File: src/rtl/uart_pkg.sv
// rtl/uart_pkg.sv - shared UART encodings, FSM states and defaults
package uart_pkg;

    // Parity selection encodings
    localparam int PAR_NONE = 0;
    localparam int PAR_ODD  = 1;
    localparam int PAR_EVEN = 2;

    // Defaults shared with the receiver: 50 MHz clock, 19200 baud, 8 data bits
    localparam int DEF_CNT_MAX = 2604;
    localparam int DEF_DATA_W  = 8;

    typedef enum logic [2:0] {
        ST_IDLE   = 3'd0,
        ST_START  = 3'd1,
        ST_DATA   = 3'd2,
        ST_PARITY = 3'd3,
        ST_STOP   = 3'd4
    } tx_state_t;

    // Even parity is the XOR of the data bits; odd parity is its inverse.
    // Narrower words are zero-extended, which leaves the XOR unchanged.
    function automatic logic calc_parity(input logic [7:0] data, input int mode);
        calc_parity = (^data) ^ (mode == PAR_ODD);
    endfunction

endpackage

File: src/rtl/uart_tx_fifo.sv
// rtl/uart_tx_fifo.sv - synchronous transmit FIFO with registered count and ready
module uart_tx_fifo #(
    parameter int WIDTH = 8,
    parameter int DEPTH = 4
) (
    input  logic             clk,
    input  logic             rst_n,
    input  logic             push,
    input  logic [WIDTH-1:0] push_data,
    input  logic             pop,
    output logic [WIDTH-1:0] pop_data,
    output logic             full,
    output logic             empty,
    output logic             rdy
);

    localparam int AW = $clog2(DEPTH);
    localparam int CW = $clog2(DEPTH + 1);
    localparam logic [CW-1:0] DEPTH_C = CW'(DEPTH);

    logic [WIDTH-1:0] mem [DEPTH];
    logic [AW-1:0]    wr_ptr;
    logic [AW-1:0]    rd_ptr;
    logic [CW-1:0]    count;
    logic [CW-1:0]    count_next;

    // Occupancy after this edge; a simultaneous push and pop leaves it unchanged
    always_comb begin
        count_next = count;
        if (push && !pop) begin
            count_next = count + CW'(1);
        end else if (!push && pop) begin
            count_next = count - CW'(1);
        end
    end

    // Pointers, count and ready; ready looks at the post-edge occupancy so a
    // pop never makes a full FIFO ready within the same cycle
    always_ff @(posedge clk or negedge rst_n) begin
        if (!rst_n) begin
            wr_ptr <= '0;
            rd_ptr <= '0;
            count  <= '0;
            rdy    <= 1'b0;
        end else begin
            if (push) begin
                wr_ptr <= wr_ptr + AW'(1);
            end
            if (pop) begin
                rd_ptr <= rd_ptr + AW'(1);
            end
            count <= count_next;
            rdy   <= (count_next < DEPTH_C);
        end
    end

    // Storage array; contents are don't-care while the count says empty
    always_ff @(posedge clk) begin
        if (push) begin
            mem[wr_ptr] <= push_data;
        end
    end

    assign pop_data = mem[rd_ptr];
    assign full     = (count == DEPTH_C);
    assign empty    = (count == '0);

endmodule

File: src/rtl/uart_tx.sv
// rtl/uart_tx.sv - UART transmitter with FIFO, configurable parity and stop bits
module uart_tx
    import uart_pkg::*;
#(
    parameter int CNT_MAX    = DEF_CNT_MAX,
    parameter int DATA_W     = DEF_DATA_W,
    parameter int PARITY     = PAR_NONE,
    parameter int STOP_BITS  = 1,
    parameter int FIFO_DEPTH = 4
) (
    input  logic              clk,
    input  logic              rst_n,
    input  logic [DATA_W-1:0] din,
    input  logic              din_vld,
    output logic              din_rdy,
    output logic              dout,
    output logic              busy
);

    localparam int CNT_W = $clog2(CNT_MAX);
    localparam int BIT_W = $clog2(DATA_W + 1);
    localparam logic [CNT_W-1:0] BAUD_LAST = CNT_W'(CNT_MAX - 1);
    localparam logic [BIT_W-1:0] DATA_LAST = BIT_W'(DATA_W - 1);
    localparam logic [BIT_W-1:0] STOP_LAST = BIT_W'(STOP_BITS - 1);

    tx_state_t         state;
    tx_state_t         state_next;
    logic [CNT_W-1:0]  baud_cnt;
    logic [BIT_W-1:0]  bit_cnt;
    logic [DATA_W-1:0] shift_reg;
    logic              parity_bit;

    logic              bit_done;
    logic              last_data;
    logic              last_stop;
    logic              shift_en;
    logic              dout_next;
    logic              busy_next;

    logic              fifo_push;
    logic              fifo_pop;
    logic [DATA_W-1:0] fifo_dout;
    logic              fifo_full;
    logic              fifo_empty;

    // Ready implies not full; the extra full term keeps the FIFO safe on its own
    assign fifo_push = din_vld && din_rdy && !fifo_full;

    uart_tx_fifo #(
        .WIDTH (DATA_W),
        .DEPTH (FIFO_DEPTH)
    ) u_fifo (
        .clk       (clk),
        .rst_n     (rst_n),
        .push      (fifo_push),
        .push_data (din),
        .pop       (fifo_pop),
        .pop_data  (fifo_dout),
        .full      (fifo_full),
        .empty     (fifo_empty),
        .rdy       (din_rdy)
    );

    assign bit_done  = (baud_cnt == BAUD_LAST);
    assign last_data = (bit_cnt == DATA_LAST);
    assign last_stop = (bit_cnt == STOP_LAST);

    // State register
    always_ff @(posedge clk or negedge rst_n) begin
        if (!rst_n) begin
            state <= ST_IDLE;
        end else begin
            state <= state_next;
        end
    end

    // Next-state logic; the last stop bit chains straight into the next start
    always_comb begin
        state_next = state;
        case (state)
            ST_IDLE: begin
                if (!fifo_empty) state_next = ST_START;
            end
            ST_START: begin
                if (bit_done) state_next = ST_DATA;
            end
            ST_DATA: begin
                if (bit_done && last_data) begin
                    state_next = (PARITY != PAR_NONE) ? ST_PARITY : ST_STOP;
                end
            end
            ST_PARITY: begin
                if (bit_done) state_next = ST_STOP;
            end
            ST_STOP: begin
                if (bit_done && last_stop) begin
                    state_next = fifo_empty ? ST_IDLE : ST_START;
                end
            end
            default: state_next = ST_IDLE;
        endcase
    end

    // Pop, shift and next line value, all derived from the transition taken
    always_comb begin
        fifo_pop = ((state == ST_IDLE) && !fifo_empty) ||
                   ((state == ST_STOP) && bit_done && last_stop && !fifo_empty);
        shift_en = ((state == ST_START) && bit_done) ||
                   ((state == ST_DATA) && bit_done && !last_data);
        dout_next = dout;
        case (state_next)
            ST_IDLE:   dout_next = 1'b1;
            ST_START:  dout_next = 1'b0;
            ST_DATA:   if (shift_en) dout_next = shift_reg[0];
            ST_PARITY: dout_next = parity_bit;
            ST_STOP:   dout_next = 1'b1;
            default:   dout_next = 1'b1;
        endcase
        // Heading to IDLE means nothing was queued and nothing popped, so the
        // post-edge occupancy is non-zero only if a word is pushed now
        busy_next = (state_next != ST_IDLE) || fifo_push;
    end

    // Baud counter, bit counter, shift register and latched parity
    always_ff @(posedge clk or negedge rst_n) begin
        if (!rst_n) begin
            baud_cnt   <= '0;
            bit_cnt    <= '0;
            shift_reg  <= '0;
            parity_bit <= 1'b0;
        end else begin
            if ((state == ST_IDLE) || bit_done) begin
                baud_cnt <= '0;
            end else begin
                baud_cnt <= baud_cnt + CNT_W'(1);
            end
            if (state_next != state) begin
                bit_cnt <= '0;
            end else if (bit_done) begin
                bit_cnt <= bit_cnt + BIT_W'(1);
            end
            if (fifo_pop) begin
                shift_reg  <= fifo_dout;
                parity_bit <= calc_parity(8'(fifo_dout), PARITY);
            end else if (shift_en) begin
                shift_reg <= shift_reg >> 1;
            end
        end
    end

    // Registered line and busy outputs; reset forces the line idle at once
    always_ff @(posedge clk or negedge rst_n) begin
        if (!rst_n) begin
            dout <= 1'b1;
            busy <= 1'b0;
        end else begin
            dout <= dout_next;
            busy <= busy_next;
        end
    end

endmodule

File: config.mk
export PLATFORM = sky130hd
export DESIGN_NAME = uart_tx
export DESIGN_NICKNAME = d
export VERILOG_FILES = /design/src/rtl/uart_pkg.sv /design/src/rtl/uart_tx_fifo.sv /design/src/rtl/uart_tx.sv
export SDC_FILE = /design/constraint.sdc
export NUM_CORES = 1
export LEC_CHECK = 0
export ABC_CLOCK_PERIOD_IN_PS = 3070
export BUFFER_PORTS_ARGS = -buffer_cell sky130_fd_sc_hd__buf_2
export CORE_MARGIN = 3
export CORE_UTILIZATION = 45
export DETAILED_ROUTE_END_ITERATION = 10
export SKIP_LAST_GASP = 1
export SYNTH_ARGS = -nofsm -noshare
export SYNTH_HDL_FRONTEND = slang
export SYNTH_SLANG_ARGS = --single-unit
File: constraint.sdc
create_clock -name clk -period 3.07 [get_ports clk]
set_input_delay 0.4605 -clock clk [delete_from_list [all_inputs] [get_ports clk]]
set_output_delay 0.4605 -clock clk [all_outputs]
set_load 0.02 [all_outputs]
==> results.md, run 1 <==
- The run finished with clean final reports.
- In this run, CTS created clock tree buffers numbering 9.
- The flip-flop count of the largest register, all copies and words added is 32.
- The most common cell in the synthesized netlist is sky130_fd_sc_hd__dfrtp_1.
- The cell taking the most area after synthesis is sky130_fd_sc_hd__edfxtp_1.
- The total chip power is between 0.002 and 0.0025 W.
- The effective utilization at floorplan is between 40 and 50%.
- The synthesized design contains 32 enable-type register cells.
- TritonCTS built the clock tree.
- The post-CTS setup repair buffer count is 0.
- The detailed-route via count is around 1800.
- The first routing iteration left slightly above 90 violations.
- In the post-synthesis netlist, the biggest area contributors are sky130_fd_sc_hd__edfxtp_1 30%, sky130_fd_sc_hd__dfrtp_1 29%, sky130_fd_sc_hd__mux4_2 5.6%.
- In this run, post-CTS repair resized a total of 0 instances.
- Setup total negative slack on the finished layout was measured at 0 ns.
- The setup slack of the critical path after layout is approximately 0.7 ns.
- Setup repair after global routing left no endpoint under its margin.
- Global routing used between 10% and 20% of the available tracks across all layers.
- The gate count of the mapped netlist is approximately 240.
- The setup violation total in the final timing report is 0.
- The initial antenna violation count is 0.
- The number of placed I/O pins is 14.
- The worst-skew pair later-pin latency is around 0.34 ns.
- The count of buffers added on input and output ports is 13.
- Entering global routing, the biggest net connects 39 pins.
- After synthesis, the mean cell area works out to about 13 µm².
- The cell with the largest stage delay on the worst path is sky130_fd_sc_hd__nor3b_2.
- The number of antenna diodes is 0.
- STA classifies the critical path endpoint as a register.
- Of the cells placed in the final design, the portion with a size suffix greater than 1 is 17.1%.
- The mapped netlist covers between 0.003 and 0.004 mm².
- The remaining global-route overflow is 0.
- The first-pass iteration count of the detailed router is 4.
- The number of cells on the worst reg-to-reg path is 6.
- The net switching power is approximately 0.00063 W.
- The maximum root-to-sink buffer count is 2.
- The final number of hold-violating endpoints is 0.
- The max capacitance violation total is 0.
- The clock transition at the registers of the reported paths is ~0.09 ns.
- In the routed layout, each cell is associated on average with a via count of between 5 and 6.
- The die covers slightly above 0.008 mm².
- The footprint of the flip-flops and latches is 0.00191 mm².
- With fillers left out, the area of the finished cells amounts to approximately 0.0036 mm².
- Data on the critical path is required at its endpoint by about 3.3 ns.
- For this block, the routed nets add up to between 5000 and 6000 µm of wire.
- Cells fill just over 50% of the core in the end.
- After synthesis, the netlist uses 41 different library cells.
- The number of H-tree branching levels is 3.
- The number of warning messages in the yosys log is 0.
- Net switching is approximately 29% of the power.
- The floorplan has 30 rows.
- The final clock skew is ~0.012 ns.
- At the worst endpoint, the arrival time is roughly 2.6 ns.
- After synthesis, flip-flops and latches occupy between 50% and 60% of the total area.
- The measured slew at the worst slew-check pin is 0.850 ns.
- The clock network is responsible for approximately 32% of the overall power.
- The clock period minus worst slack is 2.37 ns.
- The max-slew violation count was 0.
- The setup slack at placement is roughly 0.7 ns.
- Counting the fill cells in the layout gives about 610.
- The critical path is of the reg -> reg type.
- The number of register bits inferred by synthesis is 70.
- Among all flip-flop cells after synthesis, the most frequent one is sky130_fd_sc_hd__dfrtp_1.
- The proportion of power drawn by combinational gates is 14.8%.
- The via count of the first global-routing pass is about 1900.
- The share of total power dissipated in sequential elements is a little over half.
- Of all flip-flops after synthesis, the portion carrying an async set or reset was between 50% and 60%.
- The peak supply drop is between 300 and 400 µV.
- The area of placed instances is approximately 0.0034 mm².
- The area growth from synthesis to final layout is 11.1%.
- The timing-limited maximum frequency is 421 MHz.
- The number of remaining DRC errors is 0.
- The root buffer cell is sky130_fd_sc_hd__clkbuf_8.
- The share of the clock period used by the worst path is slightly below 80%.
- The chip height is ~90 µm.
- The first-pass GRT wire length is slightly above 9000 µm.
- The width of the die is 90.3 µm.
- Summing all multi-input logic gate instances after layout gives between 0.001 and 0.0015 mm².
- The maximum fanout along the worst path is 11.
- The delay of the slowest cell on the worst path is 0.64 ns.
- The nature of the critical path startpoint is a register.
- After floorplanning, the core was sized to cover between 0.006 and 0.007 mm².
- The worst-case headroom to the max-slew limit is a little over two fifths.
- The origin of the critical flop-to-flop path is baud_cnt[0]$_DFF_PN0_.
- The signal on the critical path passes through ha_1 -> and4b_1 -> nand3_2 -> nor3b_2 -> nor2_1 -> a21o_1.
- The clock net sink count is 70.
- The final net count is between 200 and 300.
- The reg-to-reg setup timing slack is between 0.6 and 0.7 ns.
- The capture instance of the worst register-to-register path is shift_reg[3]$_DFFE_PN0P_.
- By count the netlist is led by 37 x sky130_fd_sc_hd__dfrtp_1, 32 x sky130_fd_sc_hd__edfxtp_1, 25 x sky130_fd_sc_hd__nor2_1, 17 x sky130_fd_sc_hd__xnor2_1, 15 x sky130_fd_sc_hd__inv_1.
- Detailed placement ended at an HPWL of roughly 3500 µm.
- The power density relative to cell area is around 610 mW/mm².
- Summed over its instances, the top area cell type makes up between 30% and 40% of the synthesized netlist area.
- The path class of the tightest hold or removal check is in -> async.
- Internal power comes to 0.00153 W.
- The synthesized netlist net count is about 270.
- Once detail routing completed, the nets flagged for antenna violations numbered 0.
- The leakage power figure is 1.45 nW.
- The final routed wire length divided by cell count is about 14 µm.
- Routability-driven placement finished with a final weighted congestion of between 0.7 and 0.8.
- For this design, the CTS-stage hold fixing added 0 buffers.
metrics by stage:
stage | std cells | hold WS, ns
after floorplan | 244 | 0.165
after global routing | 365 | 0.287
after CTS | 365 | 0.243
after global placement | 349 | 0.463
after detailed placement | 349 | 0.469
final | 365 | 0.227
cells by family (layout without fill, tap and decap cells):
family,Yosys count,count (layout),share of synthesized area [%]
simple gates,72,72,12.5
flops,70,70,59.9
compound gates,34,34,7.13
xor+xnor,24,24,6.58
buf+inv,21,46,2.70
fa+ha+maj,12,12,4.70
mux,11,11,6.58
critical path: cells and delay by family, from the launching register on:
kind | cells | cell delay [ns]
flops | 1 | 0.40
fa+ha+maj | 1 | 0.21
compound gates | 1 | 0.23
simple gates | 4 | 1.44
routing by layer:
metal | track usage [%] | vias to the layer above | wire length (µm)
li1 | - | 907 | -
met1 | 20.2 | 907 | 2740
met2 | 20.5 | 20 | 2310
met3 | 3.58 | 5 | 140
met4 | 6.89 | 0 | 64
met5 | 0 | - | 0
area by class of cell:
class	count	share of cell area, %
clock buffers	9	3.49
clock inverters	7	1.73
inverters	15	1.59
multi-input cells	153	33.7
flip-flops and latches	70	53.9
well taps	96	3.38
repair buffers	15	2.26
placed cells by master, fill, tap and decap left out, types with 3 or more instances in the layout:
cell	n
sky130_fd_sc_hd__a22o_1	5
sky130_fd_sc_hd__dfrtp_1	37
sky130_fd_sc_hd__xnor2_1	17
sky130_fd_sc_hd__a21o_1	6
sky130_fd_sc_hd__nand3_1	5
sky130_fd_sc_hd__mux4_2	8
sky130_fd_sc_hd__and3_1	3
sky130_fd_sc_hd__nor2_1	25
sky130_fd_sc_hd__clkbuf_8	9
sky130_fd_sc_hd__edfxtp_1	32
sky130_fd_sc_hd__inv_6	4
sky130_fd_sc_hd__buf_2	13
sky130_fd_sc_hd__inv_1	15
sky130_fd_sc_hd__ha_1	12
sky130_fd_sc_hd__nand2b_1	3
sky130_fd_sc_hd__o21ai_0	7
sky130_fd_sc_hd__and2_1	5
sky130_fd_sc_hd__nand2_1	13
sky130_fd_sc_hd__a21oi_1	7
sky130_fd_sc_hd__xor2_1	7
sky130_fd_sc_hd__nor3b_1	3
sky130_fd_sc_hd__mux2i_1	3
power by group through the flow:
stage / combinational (W) / clock, W / sequential (W)
CTS: 0.000330 / 0.000721 / 0.00114
global placement: 0.000322 / 0 / 0.00116
finish: 0.000321 / 0.000700 / 0.00114
floorplan: 0.000228 / 0 / 0.00116
global route: 0.000371 / 0.000768 / 0.00115
detailed placement: 0.000326 / 0 / 0.00116
worst max path at each step:
stage | cells after the start | to | startpoint
2_1_floorplan | 12 | u_fifo.rdy$_DFF_PN0_ | baud_cnt[0]$_DFF_PN0_
3_3_place_gp | 6 | shift_reg[4]$_DFFE_PN0P_ | baud_cnt[0]$_DFF_PN0_
3_5_place_dp | 6 | shift_reg[3]$_DFFE_PN0P_ | baud_cnt[0]$_DFF_PN0_
4_1_cts | 6 | shift_reg[3]$_DFFE_PN0P_ | baud_cnt[0]$_DFF_PN0_
5_1_grt | 10 | u_fifo.count[1]$_DFFE_PN0P_ | baud_cnt[0]$_DFF_PN0_
6_report | 6 | shift_reg[3]$_DFFE_PN0P_ | baud_cnt[0]$_DFF_PN0_
No activity file was read; power rests on OpenSTA's default activity.
==> inputs of run 2 (changes only) <==
- ABC_CLOCK_PERIOD_IN_PS: 3070 -> 2050
- clock period: 3.07 -> 2.05 ns (I/O delays scaled with it)
==> results.md, run 2 (same netlist as run 1, synthesis figures left out) <==
- The area of placed instances is between 0.003 and 0.004 mm².
- Counting I/O delays and the setup requirement, the final critical path takes between 2 and 2.5 ns.
- The fraction of final layout cells with drive strength greater than 1 is 27.0%.
- The max-slew violation count came to 0.
- For the pin with the worst max-slew slack, the measured transition is around 0.48 ns.
- Setup repair after global routing could not meet its margin everywhere.
- Setup violations remaining at the end of the flow were counted as 0.
- The nature of the critical path startpoint is a register.
- The proportion of power drawn by combinational gates is around 17%.
- The most critical setup path has its startpoint at baud_cnt[6]$_DFF_PN0_.
- Data on the critical path arrives at its endpoint at about 2.2 ns.
- The count of standard-cell rows is 30.
- The remaining number of nets flagged by the antenna check after routing is 0.
- The top cell types in the final layout, fill and taps aside, are 36 x sky130_fd_sc_hd__dfrtp_1, 32 x sky130_fd_sc_hd__edfxtp_1, 24 x sky130_fd_sc_hd__nor2_1, 21 x sky130_fd_sc_hd__buf_4, 17 x sky130_fd_sc_hd__xnor2_1.
- The finished cells cover between 0.003 and 0.004 mm².
- Using the TritonRoute via totals, the vias-per-cell ratio works out to 4.93.
- The detailed router placed ~1900 vias in this run.
- The setup slack at placement is -0.0415 ns.
- The tightest min-delay check is of the in -> async type.
- Counting every sink on the clock net gives 70.
- In this run the number of H-tree levels came out at 3.
- The effective utilization at floorplan is between 40% and 50%.
- The wire length reported by the detailed router is about 5500 µm.
- The tool flagged a number of max-cap violations equal to 0.
- After the last flow step, the layout net total stands at 311.
- The die is between 90 and 100 µm wide.
- The CTS tree is yes.
- Derived from the worst setup path, the maximum achievable clock frequency is between 400 and 500 MHz.
- STA puts the critical path data required time at ~2.3 ns.
- The initial antenna violation count is 0.
- After clock tree synthesis, the clock-pin slew on the worst setup and hold paths is ~0.080 ns.
- The net switching power is around 0.0009 W.
- After detailed placement, the design holds a cell count of 370.
- In the final routed layout, each cell accounts on average for roughly 14 µm.
- The count of port buffers added during placement is 13.
- The run finished with clean final reports.
- In this run the count of I/O pins placed on the die edge is 14.
- The core region is 0.00683 mm².
- Of the total power, the share spent switching nets is 26.5%.
- The power density relative to cell area is 866 mW/mm².
- The slowest stage of the critical path belongs to the cell sky130_fd_sc_hd__or4_4.
- The maximum root-to-sink buffer count is 2.
- After layout, the worst path uses 98.8% of the clock period.
- The delay of the slowest cell on the worst path is ~0.46 ns.
- Across every metal layer, demand over resource in global routing totals 14.6%.
- For this design the static power due to leakage is 1.60 nW.
- The first-pass GRT wire length is 9140 µm.
- At the end of the flow the core is filled with cells to ~57%.
- The half-perimeter wire length after detailed placement is roughly 3800 µm.
- The chip height is 90.3 µm.
- Before antenna repair, the detailed router went through 4 iterations.
- The clock network accounts for between 30% and 40% of the total power.
- The critical path goes through nor4b_4 -> buf_4 -> o2111ai_4 -> o2bb2ai_2 -> and2_4 -> or4_4.
- The number of remaining DRC errors is 0.
- The floorplan step defined a die boundary enclosing just over 0.008 mm².
- Headroom to the max-slew limit came out at around two thirds.
- Along the worst path, the maximum fanout reaches 4.
- The number of antenna diodes is 0.
- The final cell count without fillers is 389.
- The final worst hold slack is 0.0120 ns.
- The violation count after the first detailed-route iteration is about 110.
- The via count of the first global-routing pass is 1908.
- The critical path is of the reg -> reg type.
- At the later pin of the worst-skew pair, clock insertion delay measures roughly 0.34 ns.
- The total internal power is roughly 0.0025 W.
- Summed over all layers, the global routing overflow is 0.
- The number of buffers and inverters on the critical path is 1.
- Entering global routing, the biggest net connects 39 pins.
- The area growth from synthesis to final layout is 21.1%.
- Leaving out fill and tap cells, the most frequent cell in the layout is sky130_fd_sc_hd__dfrtp_1.
- After layout, the worst setup slack is between 0.02 and 0.03 ns.
- The number of buffers inserted during clock tree synthesis is 9.
- The register with the most flip-flops in the layout has 32 of them.
- The cell class contributing the biggest share of worst-path delay is simple AND/OR/NAND/NOR gates.
- The final clock skew is about 0.0083 ns.
- The final number of hold-violating endpoints is 0.
- The register share of total power is between 50% and 60%.
- Across the VDD grid, the largest voltage drop is roughly 500 µV.
- The worst setup path is captured at a register.
- The origin of the critical flop-to-flop path is baud_cnt[6]$_DFF_PN0_.
- The final weighted congestion in routability-driven placement is around 0.73.
- Clock tree synthesis selected as its root buffer the cell sky130_fd_sc_hd__clkbuf_8.
-- run 2: final timing paths --
kind                                              end  slack [ns]  depth (start not counted)
min reg2reg                    parity_bit$_DFFE_PN0N_        0.47                          2
max                                    busy$_DFF_PN0_        0.03                          6
min                          shift_reg[1]$_DFFE_PN0P_        0.01                          2
max in group asynchronous       baud_cnt[6]$_DFF_PN0_        1.68                          2
max reg2reg                            busy$_DFF_PN0_        0.03                          6
min in group clk           u_fifo.mem[1][2]$_DFFE_PP_        0.17                          1
-- run 2: area by class of cell --
cell class	count	area, µm²
Sequential cell	70	1910
Multi-Input combinational cell	153	1270
Clock buffer	10	128
Clock inverter	6	62.6
Timing Repair Buffer	39	323
Inverter	15	56.3
Tap cell	96	120
Fill cell	566	2960
-- run 2: repair_timing --
item,4_1_cts,5_1_grt
pin swaps,0,5
hold endpoints to repair,0,0
gates resized for setup,2,12
setup endpoints to repair,3,5
buffers inserted,0,3
hold buffers,0,0
-- run 2: stage by stage --
stage	TNS, ns	power, W
3_3_place_gp	0	0.00230
3_5_place_dp	-0.0415	0.00231
6_report	0	0.00335
5_1_grt	-0.614	0.00352
2_1_floorplan	0	0.00207
4_1_cts	0	0.00339
-- run 2: metal layers --
metal	share of wire (%)	track usage, %
met2	45	20.7
met1	50	20.6
met3	3.8	4.33
met5	0	0
met4	1.9	6.89
-- run 2: power by group through the flow --
stage,clock [W],sequential (W),combinational [W]
3_3_place_gp,0,0.00173,0.000576
5_1_grt,0.00115,0.00172,0.000650
4_1_cts,0.00110,0.00171,0.000579
3_5_place_dp,0,0.00174,0.000576
6_report,0.00106,0.00171,0.000579
2_1_floorplan,0,0.00173,0.000341
-- run 2: worst reg2reg max path: cells and delay by family (launching register included) --
kind / cells / cell delay [ns]
buffers and inverters: 1 / 0.21
DFF: 1 / 0.42
and+or+nand+nor: 3 / 0.97
AOI/OAI and AO/OA: 2 / 0.30
==> inputs of run 3 (changes only) <==
- CORE_MARGIN: 3 -> 8
==> results.md, run 3 (same netlist as run 1, synthesis figures left out) <==
- The final layout contains routed wiring with a total length of 5830 µm.
- Clock tree synthesis selected as its root buffer the cell sky130_fd_sc_hd__clkbuf_8.
- The final clock skew is ~0.012 ns.
- The endpoint required time on the critical path is 2.26 ns.
- The first-pass iteration count of the detailed router is 4.
- The endpoint identified for the worst register-to-register timing path is busy$_DFF_PN0_.
- The utilization of the core after routing is between 50% and 60%.
- The measured slew at the worst slew-check pin is approximately 0.43 ns.
- The setup check on the worst reg-to-reg path leaves a slack of 0.04 ns.
- The flip-flop count of the largest register, all copies and words added is 32.
- The min-delay analysis places its worst path in the category in -> reg.
- The clock reaches the later pin of the worst-skew pair after approximately 0.35 ns.
- The final number of hold-violating endpoints is 0.
- The clock net sink count is 70.
- Counting the fill cells in the layout gives approximately 600.
- The max-slew violation count is 0.
- Across the VDD grid, the largest voltage drop is 470 µV.
- The kind of end point of the critical path is a register.
- The startpoint of the tightest hold check path is din[7].
- The maximum root-to-sink buffer count is 2.
- Counting instances, the worst hold path has a depth of 1.
- The width of the die is between 100 and 150 µm.
- The setup violation total in the final timing report is 0.
- The chip height is ~100 µm.
- The final routed wire length divided by cell count is ~15 µm.
- The area of placed instances is approximately 0.0036 mm².
- The number of H-tree branching levels is 3.
- The worst register-to-register path begins at baud_cnt[6]$_DFF_PN0_.
- Routability-driven placement finished with a final weighted congestion of between 0.8 and 0.9.
- The final net count is about 310.
- In the layout the commonest cells are 37 x sky130_fd_sc_hd__dfrtp_1, 32 x sky130_fd_sc_hd__edfxtp_1, 24 x sky130_fd_sc_hd__nor2_1, 22 x sky130_fd_sc_hd__buf_4, 17 x sky130_fd_sc_hd__xnor2_1.
- The half-perimeter wire length after detailed placement is between 3000 and 4000 µm.
- Summed over all cells, the static leakage comes to 1.62 nW.
- The total overflow left after global routing is 0.
- The via count of the first global-routing pass came to around 2100.
- The flow ran to the end, and the final reports show no timing, DRC or antenna violations.
- The share of the clock period used by the worst path is 98.2%.
- The count of port buffers added during placement is 13.
- Across the run, the number of max-cap violations was 0.
- The first global-routing pass estimated about 10000 µm of wire.
- The count of standard-cell rows is 30.
- The number of antenna diodes is 0.
- The placeable core region is roughly 0.0068 mm².
- The post-route netlist has 27.8% of its cells at a drive strength greater than 1.
- Entering global routing, the biggest net connects 39 pins.
- From synthesis to final layout, the design area changed by 21.5%.
- The worst-case headroom to the max-slew limit is between 70 and 80%.
- The area of the die is approximately 0.010 mm².
- The total routing usage reported by global routing is between 10% and 20%.
- The total chip power is roughly 0.0033 W.
- In the routed layout, each cell is associated on average with a via count of 4.96.
- The initial antenna violation count is 0.
- The remaining number of nets flagged by the antenna check after routing is 0.
- STA classifies the critical path startpoint as a register.
- The clock period minus worst slack is 2.01 ns.
- The timing-limited maximum frequency is 497 MHz.
- The number of cells on the worst reg-to-reg path is 6.
- The violation count after the first detailed-route iteration is 67.
- In the routed design, unresolved DRC markers number 0.
- After clock tree synthesis, the clock-pin slew on the worst setup and hold paths is around 0.08 ns.
- The arrival time of the worst setup path is 2.23 ns.
- The maximum fanout along the worst path is 4.
- The worst setup path is of the reg -> reg kind.
- 14 I/O pins were placed.
- Buffers inserted during clock tree synthesis total 9.
- The path with the worst hold slack has its endpoint at u_fifo.mem[1][7]$_DFFE_PP_.
- Dividing total power by cell area gives a power density of between 800 and 900 mW/mm².
- The summed area of non-filler cells in the final layout is between 0.003 and 0.004 mm².
- The detailed-route via count is around 1900.
- The effective utilization at floorplan is approximately 47%.
- Setup repair after global routing could not meet its margin everywhere.
- TritonCTS built the clock tree.
- The leading cell type in the layout, fill and taps excluded is sky130_fd_sc_hd__dfrtp_1.
==> run 3: worst max-delay path, cell delays in order, from the launching register on <==
cell and delay [ns]:
sky130_fd_sc_hd__dfrtp_1 0.41, sky130_fd_sc_hd__nor4b_4 0.35, sky130_fd_sc_hd__buf_4 0.19, sky130_fd_sc_hd__o2111ai_2 0.14
sky130_fd_sc_hd__o2bb2ai_2 0.16, sky130_fd_sc_hd__and2_1 0.16, sky130_fd_sc_hd__or4_1 0.47
==> run 3: worst max-delay path by stage <==
stage	start	to	cells past startpoint
after global routing	baud_cnt[1]$_DFF_PN0_	u_fifo.rdy$_DFF_PN0_	10
final	baud_cnt[6]$_DFF_PN0_	busy$_DFF_PN0_	6
after CTS	baud_cnt[1]$_DFF_PN0_	u_fifo.count[1]$_DFFE_PN0P_	9
after floorplan	baud_cnt[0]$_DFF_PN0_	u_fifo.rdy$_DFF_PN0_	12
after global placement	bit_cnt[0]$_DFFE_PN0P_	u_fifo.rdy$_DFF_PN0_	11
after detailed placement	bit_cnt[0]$_DFFE_PN0P_	u_fifo.rdy$_DFF_PN0_	11
==> run 3: metrics by stage <==
step,std cells,hold slack [ns],setup WS [ns],TNS [ns]
finish,391,0.167,0.0369,0
floorplan,244,0.0119,0.00821,0
global placement,371,0.291,0.0637,0
detailed placement,371,0.293,-0.00251,-0.00251
CTS,388,0.150,0.00928,0
global route,391,0.150,-0.0497,-0.132
==> run 3: area by class of cell <==
type                    instances  area, µm²  share of cell area [%]
inverters                      15       56.3                    1.45
repair buffers                 41        340                    8.77
multi-input cells             153       1280                    32.9
clock inverters                 7       50.0                    1.29
flip-flops and latches         70       1910                    49.3
well taps                      96        120                    3.09
clock buffers                   9        124                    3.19
==> run 3: power by group <==
group / internal (W) / total, W / switching [W]
Clock: 0.000440 / 0.000985 / 0.000545
Sequential: 0.00164 / 0.00171 / 0.0000661
Combinational: 0.000288 / 0.000634 / 0.000346
Total: 0.00237 / 0.00333 / 0.000958
==> run 3: routing by layer <==
metal,vias up,global-route usage (%),wire [µm]
met2,27,19.8,2830
met5,-,0,0
li1,957,-,-
met1,947,15.5,2720
met4,0,6.28,97
met3,9,3.88,186
==> run 3: repair_timing <==
item / CTS / global route
endpoints found under the setup margin: 2 / 4
cloned: 0 / 0
endpoints found under the hold margin: 37 / 0
pin swaps: 0 / 5
hold buffers: 1 / 0
resized for setup: 1 / 15
setup buffers: 0 / 3
